<file path="src/rtl/multi_warp_tblock_manager_pkg.sv">
// -----------------------------------------------------------------------------
// multi_warp_tblock_manager_pkg
// Shared compute-unit definitions for the thread-block manager: the sizing
// constants, the per-block parameter record copied to every warp of a group,
// the per-group state record, and a helper for round-robin index wrap.
// -----------------------------------------------------------------------------
package multi_warp_tblock_manager_pkg;

    // Sizing. NumWarps must be a multiple of WarpsPerTblock, and
    // WarpsPerTblock must be a power of two (1 gives per-warp operation).
    localparam int NumWarps       = 32;
    localparam int WarpsPerTblock = 4;
    localparam int NumGroups      = NumWarps / WarpsPerTblock;

    localparam int AddressWidth   = 32;
    localparam int TblockIdxBits  = 4;
    localparam int TblockIdBits   = 4;

    localparam int WidWidth       = (NumWarps > 1)       ? $clog2(NumWarps)       : 1;
    localparam int SubIdxWidth    = (WarpsPerTblock > 1) ? $clog2(WarpsPerTblock) : 1;
    localparam int GroupIdxWidth  = (NumGroups > 1)      ? $clog2(NumGroups)      : 1;

    // Parameters of a running thread block, shared by all warps of its group.
    typedef struct packed {
        logic [AddressWidth-1:0]  dp_addr;
        logic [TblockIdxBits-1:0] tblock_idx;
        logic [TblockIdBits-1:0]  tblock_id;
    } warp_data_t;

    // Everything one warp group remembers between cycles.
    typedef struct packed {
        logic                      occupied;
        logic [WarpsPerTblock-1:0] finished;
        logic [WarpsPerTblock-1:0] waiting;
        warp_data_t                data;
    } group_state_t;

    // (base + offset) modulo NumGroups, for offsets below NumGroups.
    function automatic logic [GroupIdxWidth-1:0] wrap_group_idx(input int base, input int offset);
        int sum;
        sum = base + offset;
        if (sum >= NumGroups) begin
            sum = sum - NumGroups;
        end
        return GroupIdxWidth'(sum);
    endfunction

endpackage

</file>
<file path="src/rtl/multi_warp_tblock_manager_tblock_group_slot.sv">
// -----------------------------------------------------------------------------
// tblock_group_slot
// State of one warp group: occupancy, per-warp finished / barrier-waiting bits,
// barrier release and the parameters of the block running in it.
//
// Ports
//   clk_i, rst_i        clock, asynchronous active-high reset
//   alloc_i             this group receives a new thread block this cycle
//   alloc_data_i        parameters of that block
//   free_i              completion handshake for this group, free it
//   stop_i              per-warp decode stop events (local warp order)
//   barrier_i           per-warp decode barrier events (local warp order)
//   ib_finished_i       per-warp "no instructions in flight"
//   occupied_o          group holds a thread block
//   complete_o          every warp finished and drained
//   warp_active_o       per-warp occupied, not finished, not waiting
//   data_o              parameters of the block held by this group
// -----------------------------------------------------------------------------
module tblock_group_slot
    import multi_warp_tblock_manager_pkg::*;
(
    input  logic                      clk_i,
    input  logic                      rst_i,
    input  logic                      alloc_i,
    input  warp_data_t                alloc_data_i,
    input  logic                      free_i,
    input  logic [WarpsPerTblock-1:0] stop_i,
    input  logic [WarpsPerTblock-1:0] barrier_i,
    input  logic [WarpsPerTblock-1:0] ib_finished_i,
    output logic                      occupied_o,
    output logic                      complete_o,
    output logic [WarpsPerTblock-1:0] warp_active_o,
    output warp_data_t                data_o
);

    group_state_t              state_q, state_d;
    logic [WarpsPerTblock-1:0] live_stop;
    logic [WarpsPerTblock-1:0] live_barrier;
    logic [WarpsPerTblock-1:0] arrived;
    logic                      release_barrier;

    always_comb begin
        // NOTE: every signal written here gets a default first, so no path
        // leaves it unassigned and no latch is inferred.
        state_d      = state_q;
        live_stop    = stop_i    & {WarpsPerTblock{state_q.occupied}};
        live_barrier = barrier_i & {WarpsPerTblock{state_q.occupied}};

        // A warp has reached the barrier if it already waits, arrives now,
        // or has finished (including stopping this very cycle).
        arrived         = state_q.waiting | live_barrier | state_q.finished | live_stop;
        release_barrier = state_q.occupied & (&arrived) & (|(state_q.waiting | live_barrier));

        state_d.finished = state_q.finished | live_stop;
        state_d.waiting  = release_barrier ? '0 : (state_q.waiting | live_barrier);

        if (free_i) begin
            state_d = '0;
        end
        // The manager never allocates a group that is occupied, so alloc_i
        // and free_i cannot both be set for the same group.
        if (alloc_i) begin
            state_d          = '0;
            state_d.occupied = 1'b1;
            state_d.data     = alloc_data_i;
        end
    end

    always_ff @(posedge clk_i or posedge rst_i) begin
        // NOTE: state updates use non-blocking assignments so every flop
        // samples values from before the edge, independent of block order.
        if (rst_i) begin
            state_q <= '0;
        end else begin
            state_q <= state_d;
        end
    end

    assign occupied_o    = state_q.occupied;
    assign complete_o    = state_q.occupied & (&state_q.finished) & (&ib_finished_i);
    assign warp_active_o = {WarpsPerTblock{state_q.occupied}} & ~state_q.finished & ~state_q.waiting;
    assign data_o        = state_q.data;

endmodule

</file>
<file path="src/rtl/multi_warp_tblock_manager.sv">
// -----------------------------------------------------------------------------
// multi_warp_tblock_manager
// Assigns thread blocks to fixed warp groups of a compute unit, tracks warp
// stop / barrier state through one tblock_group_slot per group and reports
// finished blocks through a registered valid/ready completion channel that
// serves completed groups round-robin.
//
// Ports
//   clk_i, rst_i                  clock, asynchronous active-high reset
//   group_free_o                  at least one group unoccupied
//   allocate_i                    start a block (accepted iff group_free_o)
//   allocate_dp_addr_i / _tblock_idx_i / _tblock_id_i   block parameters
//   warp_init_o                   init pulse for the warps of the new group
//   instruction_decoded_i         decode event valid
//   decode_stop_warp_i            event is a warp stop
//   decode_barrier_i              event is a barrier
//   decode_wid_i                  warp of the event
//   ib_all_instr_finished_i       per-warp pipeline drained
//   warp_active_o                 per-warp runnable
//   warp_dp_addr_o / warp_tblock_idx_o / warp_sub_idx_o  per-warp block info
//   tblock_done_o / tblock_done_ready_i / tblock_done_id_o completion channel
// -----------------------------------------------------------------------------
module multi_warp_tblock_manager
    import multi_warp_tblock_manager_pkg::*;
(
    input  logic                                      clk_i,
    input  logic                                      rst_i,
    output logic                                      group_free_o,
    input  logic                                      allocate_i,
    input  logic [AddressWidth-1:0]                   allocate_dp_addr_i,
    input  logic [TblockIdxBits-1:0]                  allocate_tblock_idx_i,
    input  logic [TblockIdBits-1:0]                   allocate_tblock_id_i,
    output logic [NumWarps-1:0]                       warp_init_o,
    input  logic                                      instruction_decoded_i,
    input  logic                                      decode_stop_warp_i,
    input  logic                                      decode_barrier_i,
    input  logic [WidWidth-1:0]                       decode_wid_i,
    input  logic [NumWarps-1:0]                       ib_all_instr_finished_i,
    output logic [NumWarps-1:0]                       warp_active_o,
    output logic [NumWarps-1:0][AddressWidth-1:0]     warp_dp_addr_o,
    output logic [NumWarps-1:0][TblockIdxBits-1:0]    warp_tblock_idx_o,
    output logic [NumWarps-1:0][SubIdxWidth-1:0]      warp_sub_idx_o,
    output logic                                      tblock_done_o,
    input  logic                                      tblock_done_ready_i,
    output logic [TblockIdBits-1:0]                   tblock_done_id_o
);

    // Group status and per-group control.
    logic [NumGroups-1:0]     occupied_vec;
    logic [NumGroups-1:0]     complete_vec;
    logic [NumGroups-1:0]     alloc_vec;
    logic [NumGroups-1:0]     free_vec;
    warp_data_t               group_data [NumGroups];
    warp_data_t               alloc_data;

    // Per-warp decode events and occupancy.
    logic [NumWarps-1:0]      stop_vec;
    logic [NumWarps-1:0]      barrier_vec;
    logic [NumWarps-1:0]      warp_occ;

    logic [GroupIdxWidth-1:0] alloc_grp;
    logic                     accept;

    // Completion channel and round-robin pointer.
    logic                     done_q, done_d;
    logic [GroupIdxWidth-1:0] done_grp_q, done_grp_d;
    logic [TblockIdBits-1:0]  done_id_q, done_id_d;
    logic [GroupIdxWidth-1:0] rr_ptr_q, rr_ptr_d;
    logic                     handshake;
    logic [NumGroups-1:0]     done_cand;
    logic                     sel_found;
    logic [GroupIdxWidth-1:0] sel_grp;

    assign alloc_data.dp_addr    = allocate_dp_addr_i;
    assign alloc_data.tblock_idx = allocate_tblock_idx_i;
    assign alloc_data.tblock_id  = allocate_tblock_id_i;

    // -------------------------------------------------------------------------
    // Allocation: lowest-index free group. group_free_o looks only at the
    // registered occupancy, so a group released by this cycle's handshake is
    // not visible as free until the next cycle.
    // -------------------------------------------------------------------------
    assign group_free_o = ~(&occupied_vec);
    assign accept       = allocate_i & group_free_o;

    always_comb begin
        alloc_grp = '0;
        // Descending scan: the last hit, i.e. the lowest free index, wins.
        for (int g = NumGroups - 1; g >= 0; g--) begin
            if (!occupied_vec[g]) begin
                alloc_grp = GroupIdxWidth'(g);
            end
        end
        for (int g = 0; g < NumGroups; g++) begin
            alloc_vec[g] = accept && (alloc_grp == GroupIdxWidth'(g));
            free_vec[g]  = handshake && (done_grp_q == GroupIdxWidth'(g));
        end
    end

    // -------------------------------------------------------------------------
    // Per-warp fan-out of group information and decode-event steering.
    // -------------------------------------------------------------------------
    always_comb begin
        for (int w = 0; w < NumWarps; w++) begin
            warp_dp_addr_o[w]    = group_data[w / WarpsPerTblock].dp_addr;
            warp_tblock_idx_o[w] = group_data[w / WarpsPerTblock].tblock_idx;
            warp_sub_idx_o[w]    = SubIdxWidth'(w % WarpsPerTblock);
            warp_init_o[w]       = alloc_vec[w / WarpsPerTblock];
            warp_occ[w]          = occupied_vec[w / WarpsPerTblock];
            stop_vec[w]          = instruction_decoded_i && decode_stop_warp_i
                                   && (decode_wid_i == WidWidth'(w));
            barrier_vec[w]       = instruction_decoded_i && decode_barrier_i
                                   && (decode_wid_i == WidWidth'(w));
        end
    end

    for (genvar g = 0; g < NumGroups; g++) begin : g_slot
        tblock_group_slot u_slot (
            .clk_i         (clk_i),
            .rst_i         (rst_i),
            .alloc_i       (alloc_vec[g]),
            .alloc_data_i  (alloc_data),
            .free_i        (free_vec[g]),
            .stop_i        (stop_vec[g*WarpsPerTblock +: WarpsPerTblock]),
            .barrier_i     (barrier_vec[g*WarpsPerTblock +: WarpsPerTblock]),
            .ib_finished_i (ib_all_instr_finished_i[g*WarpsPerTblock +: WarpsPerTblock]),
            .occupied_o    (occupied_vec[g]),
            .complete_o    (complete_vec[g]),
            .warp_active_o (warp_active_o[g*WarpsPerTblock +: WarpsPerTblock]),
            .data_o        (group_data[g])
        );
    end

    // -------------------------------------------------------------------------
    // Completion channel. A new group is picked whenever the channel is idle
    // or being emptied this cycle; the group being handed off is still
    // complete until its slot clears, so it is masked out of the search.
    // Search starts at rr_ptr_q, which points just past the last group served.
    // -------------------------------------------------------------------------
    assign handshake = done_q & tblock_done_ready_i;

    always_comb begin
        done_d     = done_q;
        done_grp_d = done_grp_q;
        done_id_d  = done_id_q;
        rr_ptr_d   = rr_ptr_q;
        done_cand  = complete_vec;
        sel_found  = 1'b0;
        sel_grp    = '0;

        if (handshake) begin
            done_cand[done_grp_q] = 1'b0;
        end

        // Descending offset scan: the nearest candidate after the pointer wins.
        for (int i = NumGroups - 1; i >= 0; i--) begin
            if (done_cand[wrap_group_idx(int'(rr_ptr_q), i)]) begin
                sel_found = 1'b1;
                sel_grp   = wrap_group_idx(int'(rr_ptr_q), i);
            end
        end

        if (!done_q || handshake) begin
            done_d = sel_found;
            if (sel_found) begin
                done_grp_d = sel_grp;
                done_id_d  = group_data[sel_grp].tblock_id;
                rr_ptr_d   = wrap_group_idx(int'(sel_grp), 1);
            end
        end
    end

    always_ff @(posedge clk_i or posedge rst_i) begin
        if (rst_i) begin
            done_q     <= 1'b0;
            done_grp_q <= '0;
            done_id_q  <= '0;
            rr_ptr_q   <= '0;
        end else begin
            done_q     <= done_d;
            done_grp_q <= done_grp_d;
            done_id_q  <= done_id_d;
            rr_ptr_q   <= rr_ptr_d;
        end
    end

    assign tblock_done_o    = done_q;
    assign tblock_done_id_o = done_id_q;

`ifndef SYNTHESIS
    // Decode events are dropped for unoccupied warps; flag them in simulation.
    a_decode_to_occupied_warp : assert property (
        @(posedge clk_i) disable iff (rst_i)
        instruction_decoded_i |-> warp_occ[decode_wid_i]
    );
`endif

endmodule

</file>
<file path="config.mk">
export PLATFORM = sky130hd
export DESIGN_NAME = multi_warp_tblock_manager
export DESIGN_NICKNAME = d
export VERILOG_FILES = /design/src/rtl/multi_warp_tblock_manager_pkg.sv /design/src/rtl/multi_warp_tblock_manager_tblock_group_slot.sv /design/src/rtl/multi_warp_tblock_manager.sv
export SDC_FILE = /design/constraint.sdc
export NUM_CORES = 1
export LEC_CHECK = 0
export CORE_AREA = 2 2 530 532
export CTS_CLUSTER_DIAMETER = 60
export CTS_CLUSTER_SIZE = 28
export DETAILED_ROUTE_END_ITERATION = 8
export DIE_AREA = 0 0 532 534
export GPL_TIMING_DRIVEN = 0
export PLACE_DENSITY = 0.37
export SLEW_MARGIN = 40
export SYNTH_ARGS = -nofsm -noshare
export SYNTH_HDL_FRONTEND = slang
export SYNTH_HIERARCHICAL = 1
export SYNTH_SLANG_ARGS = --single-unit
</file>
<file path="constraint.sdc">
create_clock -name clk_i -period 5.9 [get_ports clk_i]
set_input_delay 1.18 -clock clk_i [delete_from_list [all_inputs] [get_ports clk_i]]
set_output_delay 1.18 -clock clk_i [all_outputs]
set_load 0.03 [all_outputs]
</file>
==> results of run 1 <==
sequential cells by signal, indices dropped and copies added (netlist names):
signal,flops
done_grp_q,3
g_slot.u_slot/data_o,320
g_slot.u_slot/occupied_o,8
g_slot.u_slot/state_q,64
rr_ptr_q,3
tblock_done_id_o,4
tblock_done_o,1
layout make-up:
| class | count | share of cell area [%] |
|---|---|---|
| clock buffer | 83 | 3.94 |
| sequential | 403 | 20.5 |
| tap | 3724 | 9.48 |
| timing repair buffer | 1318 | 27.1 |
| clock inverter | 56 | 1.41 |
| inverter | 26 | 0.285 |
| antenna | 16 | 0.0815 |
| buffer | 1387 | 20.7 |
| multi-input combinational | 1309 | 16.5 |
final timing paths:
check,cells past startpoint,startpoint,endpoint
min reg2reg,1,g_slot[0].u_slot/data_o[32],g_slot[0].u_slot/data_o[32]
max,14,rr_ptr_q[1],tblock_done_id_o[3]
max in group asynchronous,3,rst_i,g_slot[5].u_slot/data_o[9]
min in group asynchronous,2,rst_i,g_slot[0].u_slot/data_o[1]
min,1,g_slot[0].u_slot/data_o[32],g_slot[0].u_slot/data_o[32]
max reg2reg,14,rr_ptr_q[1],tblock_done_id_o[3]
worst max-delay path: stages, from the launching register on:
cell      delay (ns)
dfrtp_1         0.35
buf_2           0.28
clkbuf_1        0.37
clkbuf_1        0.46
inv_1           0.21
ha_1            0.44
buf_6           0.17
clkbuf_1        0.41
o221ai_1        0.21
and4b_2         0.30
a211oi_1        0.25
o22ai_1         0.14
a22oi_4         0.65
mux4_1          0.81
a221o_1         0.34
synthesized netlist by cell type (4+ instances only):
master / instances / area share, %
o221ai_1: 11 / 0.34
buf_6: 11 / 0.44
o41ai_2: 8 / 0.46
buf_4: 1274 / 34
clkbuf_8: 4 / 0.20
o22ai_1: 9 / 0.20
nor4_2: 8 / 0.36
dfrtp_1: 403 / 36
or2_1: 8 / 0.18
a22o_1: 152 / 4.7
a221o_1: 4 / 0.14
a21o_1: 8 / 0.21
nor3b_1: 18 / 0.48
nand2_1: 215 / 2.9
inv_1: 26 / 0.35
a21oi_1: 69 / 1.2
mux4_2: 13 / 1.0
o21ai_1: 12 / 0.21
and2_1: 20 / 0.44
buf_2: 57 / 1.0
nand4_1: 11 / 0.24
a211oi_1: 33 / 0.88
xor2_1: 4 / 0.12
nand3_1: 18 / 0.32
mux4_1: 5 / 0.47
nor2b_1: 10 / 0.22
nor2_4: 8 / 0.32
nor2_1: 151 / 2.0
xnor2_1: 6 / 0.19
nor3_1: 11 / 0.20
nand2b_1: 168 / 3.7
clkbuf_1: 41 / 0.55
o21ai_0: 190 / 3.4
a22oi_2: 8 / 0.36
mux2_2: 5 / 0.20
logic make-up (layout without fill, tap and decap cells):
kind of cell    Yosys count  in the layout  synth area share (%)
compound gates          533            533                  13.1
xor+xnor                 10             10                 0.311
fa+ha+maj                 3              3                 0.133
buf+inv                1413           2870                  36.6
flops                   403            403                  35.9
mux                      25             25                  1.78
other cells               2             80                0.0267
simple gates            674            674                  12.3
power by group:
part | switching (mW) | internal [mW]
Combinational | 14.7 | 11.5
Sequential | 0.872 | 3.86
Clock | 1.85 | 2.80
metrics by stage:
stage	worst slack [ns]	area, µm²	util, %
floorplan	1.66	28400	-
global placement	-1.15	46100	16.5
detailed placement	-0.102	46500	16.7
CTS	0.330	49100	17.6
global route	0.0152	49100	17.6
finish	0.347	49200	17.7
per-layer routing:
metal	wire, µm	vias up	part of all wire (%)	GRT usage, %
met2	99600	1234	51	23.9
met1	79800	12520	41	15.8
met3	11500	171	5.9	2.89
met5	76	-	0.039	0
li1	-	11862	-	-
met4	4250	12	2.2	3.03
==> flow_summary.yaml, run 1 <==
status:
  status: "completed"
cells_and_area:
  fillers: 31204
  layout_common_cells: "clkdlybuf4s50_1 (1,289), buf_4 (1,274), dfrtp_1 (403)"
  drive_gt1_share_pct: 35.3
  nNetsFinal: 4607
  final_cells: 8322
  final_common_cell: "clkdlybuf4s50_1"
  regArea_um2: 10100
  syn2layout_area_growth_pct: 74.8
  multi_input_area_um2: 8100
timing:
  fin_skew_ns: 0.0441
  period_needed_ns: 5.55
  relSlewSlack_pct: 43.4
  rsz0062_at_grt: "no"
  worst_hold_slack_ns: 0.492
  maxClockFrequency_ghz: 0.180
  finalSetupViolCount: 0
  tns_ns: 0
  tightestPinTransition_ns: 0.846
  finalCritPeriodShare_pct: 94.1
  hold_viol: 0
  finalMaxSlewViolations: 0
clock_network:
  cts_sinks: 403
  cts_made_buffers: 75
  htreeDepth: 3
  post-cts-setup-buffers: 0
  clk_path_buf_depth: 3
  ctsRootBufferMaster: "clkbuf_16"
  clock_latency_ns: 0.70
  post_cts_resized: 0
  hold_buffers: 0
  cts_tree: "yes"
  clkSlewWorstSetupHoldPaths_ns: 0.05
setup_path:
  crit_path_end_kind: "flop"
  cp-start-kind: "flop"
  path_max_fanout: 10
  arrival_ns: 6.13
  crit_type: "flop to flop"
  r2r_slack_ns: 0.35
  worstPathRequired_ns: 6.47
grt:
  grt_pass1_vias: 25624
  grt_pass1_wl_um: 250000
  gr-usage-all-layers_pct: 13.2
  antenna_found_initial: 37
  grt_max_degree: 32
  grt_remaining_overflow: 0
placement:
  place_inst: 8167
  hpwl_um: 160000
  place.gp.congestion: 0.780
  port_buffers: 1305
pwr:
  power.leakage_nw: 21.3
  peakVddDrop_v: 0.000338
  power_density_nw_per_um2: 724
  power_mw: 35.6
detailed_routing:
  num_vias: 25799
  drc: 0
  drt_iter0_drc: 1551
  drtAntennaViolNets: 0
  wl_per_cell_um: 23.5
  wl_um: 195000
  viasPerCell: 3.10
  firstDrtPassIters: 5
die:
  ioPinCount: 1370
  die_area_um2: 284000
  dieWidth_um: 532
  initial_core_util_pct: 10.1
  die_y_um: 534
  core_area_um2: 278000
  rows: 194
yosys:
  async_flop_share_pct: 100
  syn_inst: 3063
  synth-main-ff-cell: "dfrtp_1"
  synth_warnings: 6
  synth_edf_count: 0
  synth_area_per_cell_um2: 9.18
  synth_area_um2: 28100
  ys_seq_elements: 403
  synth_cell_type_count: 73
  synth_seq_area_share_pct: 35.9
hold_path:
  hold_class: "flop to flop"
flow_run:
  maxCapViolations: 0
No activity file was read; power rests on OpenSTA's default activity.
==> run 2: changes to the inputs <==
- RECOVER_POWER: default -> 25
==> flow_summary.yaml, run 2 (synthesis gave the netlist of run 1 again) <==
clock_network:
  htreeDepth: 3
  ctsRootBufferMaster: "clkbuf_16"
  clk_path_buf_depth: 3
  clkSlewWorstSetupHoldPaths_ns: 0.05
  cts_tree: "yes"
  cts_sinks: 403
  post-cts-setup-buffers: 0
  hold_buffers: 0
  cts_made_buffers: 75
  post_cts_resized: 0
  clock_latency_ns: 0.70
cells_and_area:
  drive_gt1_share_pct: 34.5
  final_common_cell: "clkdlybuf4s50_1"
  nNetsFinal: 4607
  layout_common_cells: "clkdlybuf4s50_1 (1,287), buf_4 (1,274), dfrtp_1 (403)"
  largest_register_ffs: 320
  syn2layout_area_growth_pct: 73.6
hold_path:
  hold_class: "flop to flop"
  worstHoldPathCells: 1
detailed_routing:
  wl_met3_um: 11800
  viasPerCell: 3.09
  highest-signal-layer: "met5"
  wl_per_cell_um: 23.5
  firstDrtPassIters: 5
  wl_met2_um: 99500
  drc: 0
  drt_iter0_drc: 1465
  wl_met1_um: 79800
  wl_um: 195000
  drtAntennaViolNets: 0
  num_vias: 25724
setup_path:
  r2r_cells: 14
  crit_type: "flop to flop"
  cp-start-kind: "flop"
  path_max_fanout: 10
  worstPathRequired_ns: 6.48
  r2r_slack_ns: 0.36
  arrival_ns: 6.12
  crit_path_end_kind: "flop"
die:
  initial_core_util_pct: 10.1
  rows: 194
  ioPinCount: 1370
  die_y_um: 534
  dieWidth_um: 532
  core_area_um2: 278000
  die_area_um2: 284000
grt:
  grt_max_degree: 32
  grt_pass1_vias: 25624
  gr-usage-all-layers_pct: 13.2
  grt_remaining_overflow: 0
  antenna_found_initial: 39
  grt_pass1_wl_um: 250000
placement:
  dp_slack_ns: -0.102
  place.gp.congestion: 0.780
  port_buffers: 1305
  hpwl_um: 160000
timing:
  setup_slack_ns: 0.360
  finalMaxSlewViolations: 370
  hold_viol: 0
  maxClockFrequency_ghz: 0.181
  finalSetupViolCount: 0
  period_needed_ns: 5.54
  rsz0062_at_grt: "no"
  finalCritPeriodShare_pct: 93.9
  fin_skew_ns: 0.0444
  tns_ns: 0
  relSlewSlack_pct: -118
  tightestPinTransition_ns: 3.27
pwr:
  peakVddDrop_v: 0.000338
  power_density_nw_per_um2: 728
  power.leakage_nw: 21.1
status:
  violations: "capacitance limit, slew limit"
  status: "complete, but fails checks"
flow_run:
  maxCapViolations: 17
run 2: cell types whose count changed in the layout (fill, tap and decap cells not counted), sizes merged:
| cell | change |
|---|---|
| clkdlybuf4s50 | -2 |
| buf | -26 |
| diode | -2 |
| clkbuf | +26 |
| clkinvlp | +8 |
| inv | -8 |
| dlygate4sd3 | +2 |
run 2: critical path, cell delays in order (launching register included):
cell	delay [ns]
dfrtp_1	0.35
buf_2	0.27
clkbuf_1	0.37
clkbuf_1	0.45
inv_1	0.21
ha_1	0.44
buf_6	0.17
clkbuf_1	0.41
o221ai_1	0.19
and4b_2	0.32
a211oi_1	0.24
o22ai_1	0.14
a22oi_4	0.65
mux4_1	0.82
a221o_1	0.34
run 2: path summary, 6_finish.rpt:
| kind | startpoint | endpoint |
|---|---|---|
| setup reg to reg | rr_ptr_q[1] | tblock_done_id_o[3] |
| min in group asynchronous | rst_i | tblock_done_id_o[3] |
| setup / recovery | rr_ptr_q[1] | tblock_done_id_o[3] |
| hold / removal | g_slot[0].u_slot/data_o[24] | g_slot[0].u_slot/data_o[24] |
| hold reg to reg | g_slot[0].u_slot/data_o[24] | g_slot[0].u_slot/data_o[24] |
| max in group asynchronous | rst_i | g_slot[6].u_slot/data_o[10] |
run 2: area by class of cell:
class / count / area, µm²
inverter: 26 / 108
clock buffer: 83 / 1940
tap: 3724 / 4660
clock inverter: 56 / 691
antenna: 14 / 35.0
sequential: 403 / 10100
fill: 31242 / 230000
buffer: 1387 / 10200
multi-input combinational: 1309 / 8040
timing repair buffer: 1318 / 13100
run 2: power breakdown:
group	internal [mW]	leakage [nW]	switching, mW
registers	3.86	5.27	0.870
clock network	2.80	1.27	1.85
logic	11.5	14.5	14.7
total	18.1	21.1	17.4
run 2: per-stage QoR:
stage               power [mW]  cells  utilization, %  area (µm²)  hold WS (ns)
detailed placement        31.5   8167            16.7       46500         0.481
finish                    35.5   8320            17.5       48800         0.491
global placement          31.4   8154            16.5       46100         0.479
CTS                       36.4   8306            17.6       49100         0.499
floorplan                 20.2   3125               -       28400         0.464
global route              37.2   8307            17.5       48800         0.503
run 2: metal layers:
metal,global-route usage [%],vias up
li1,-,11842
met1,15.8,12452
met2,23.9,1244
met3,2.89,174
met4,3.03,12
met5,0,-
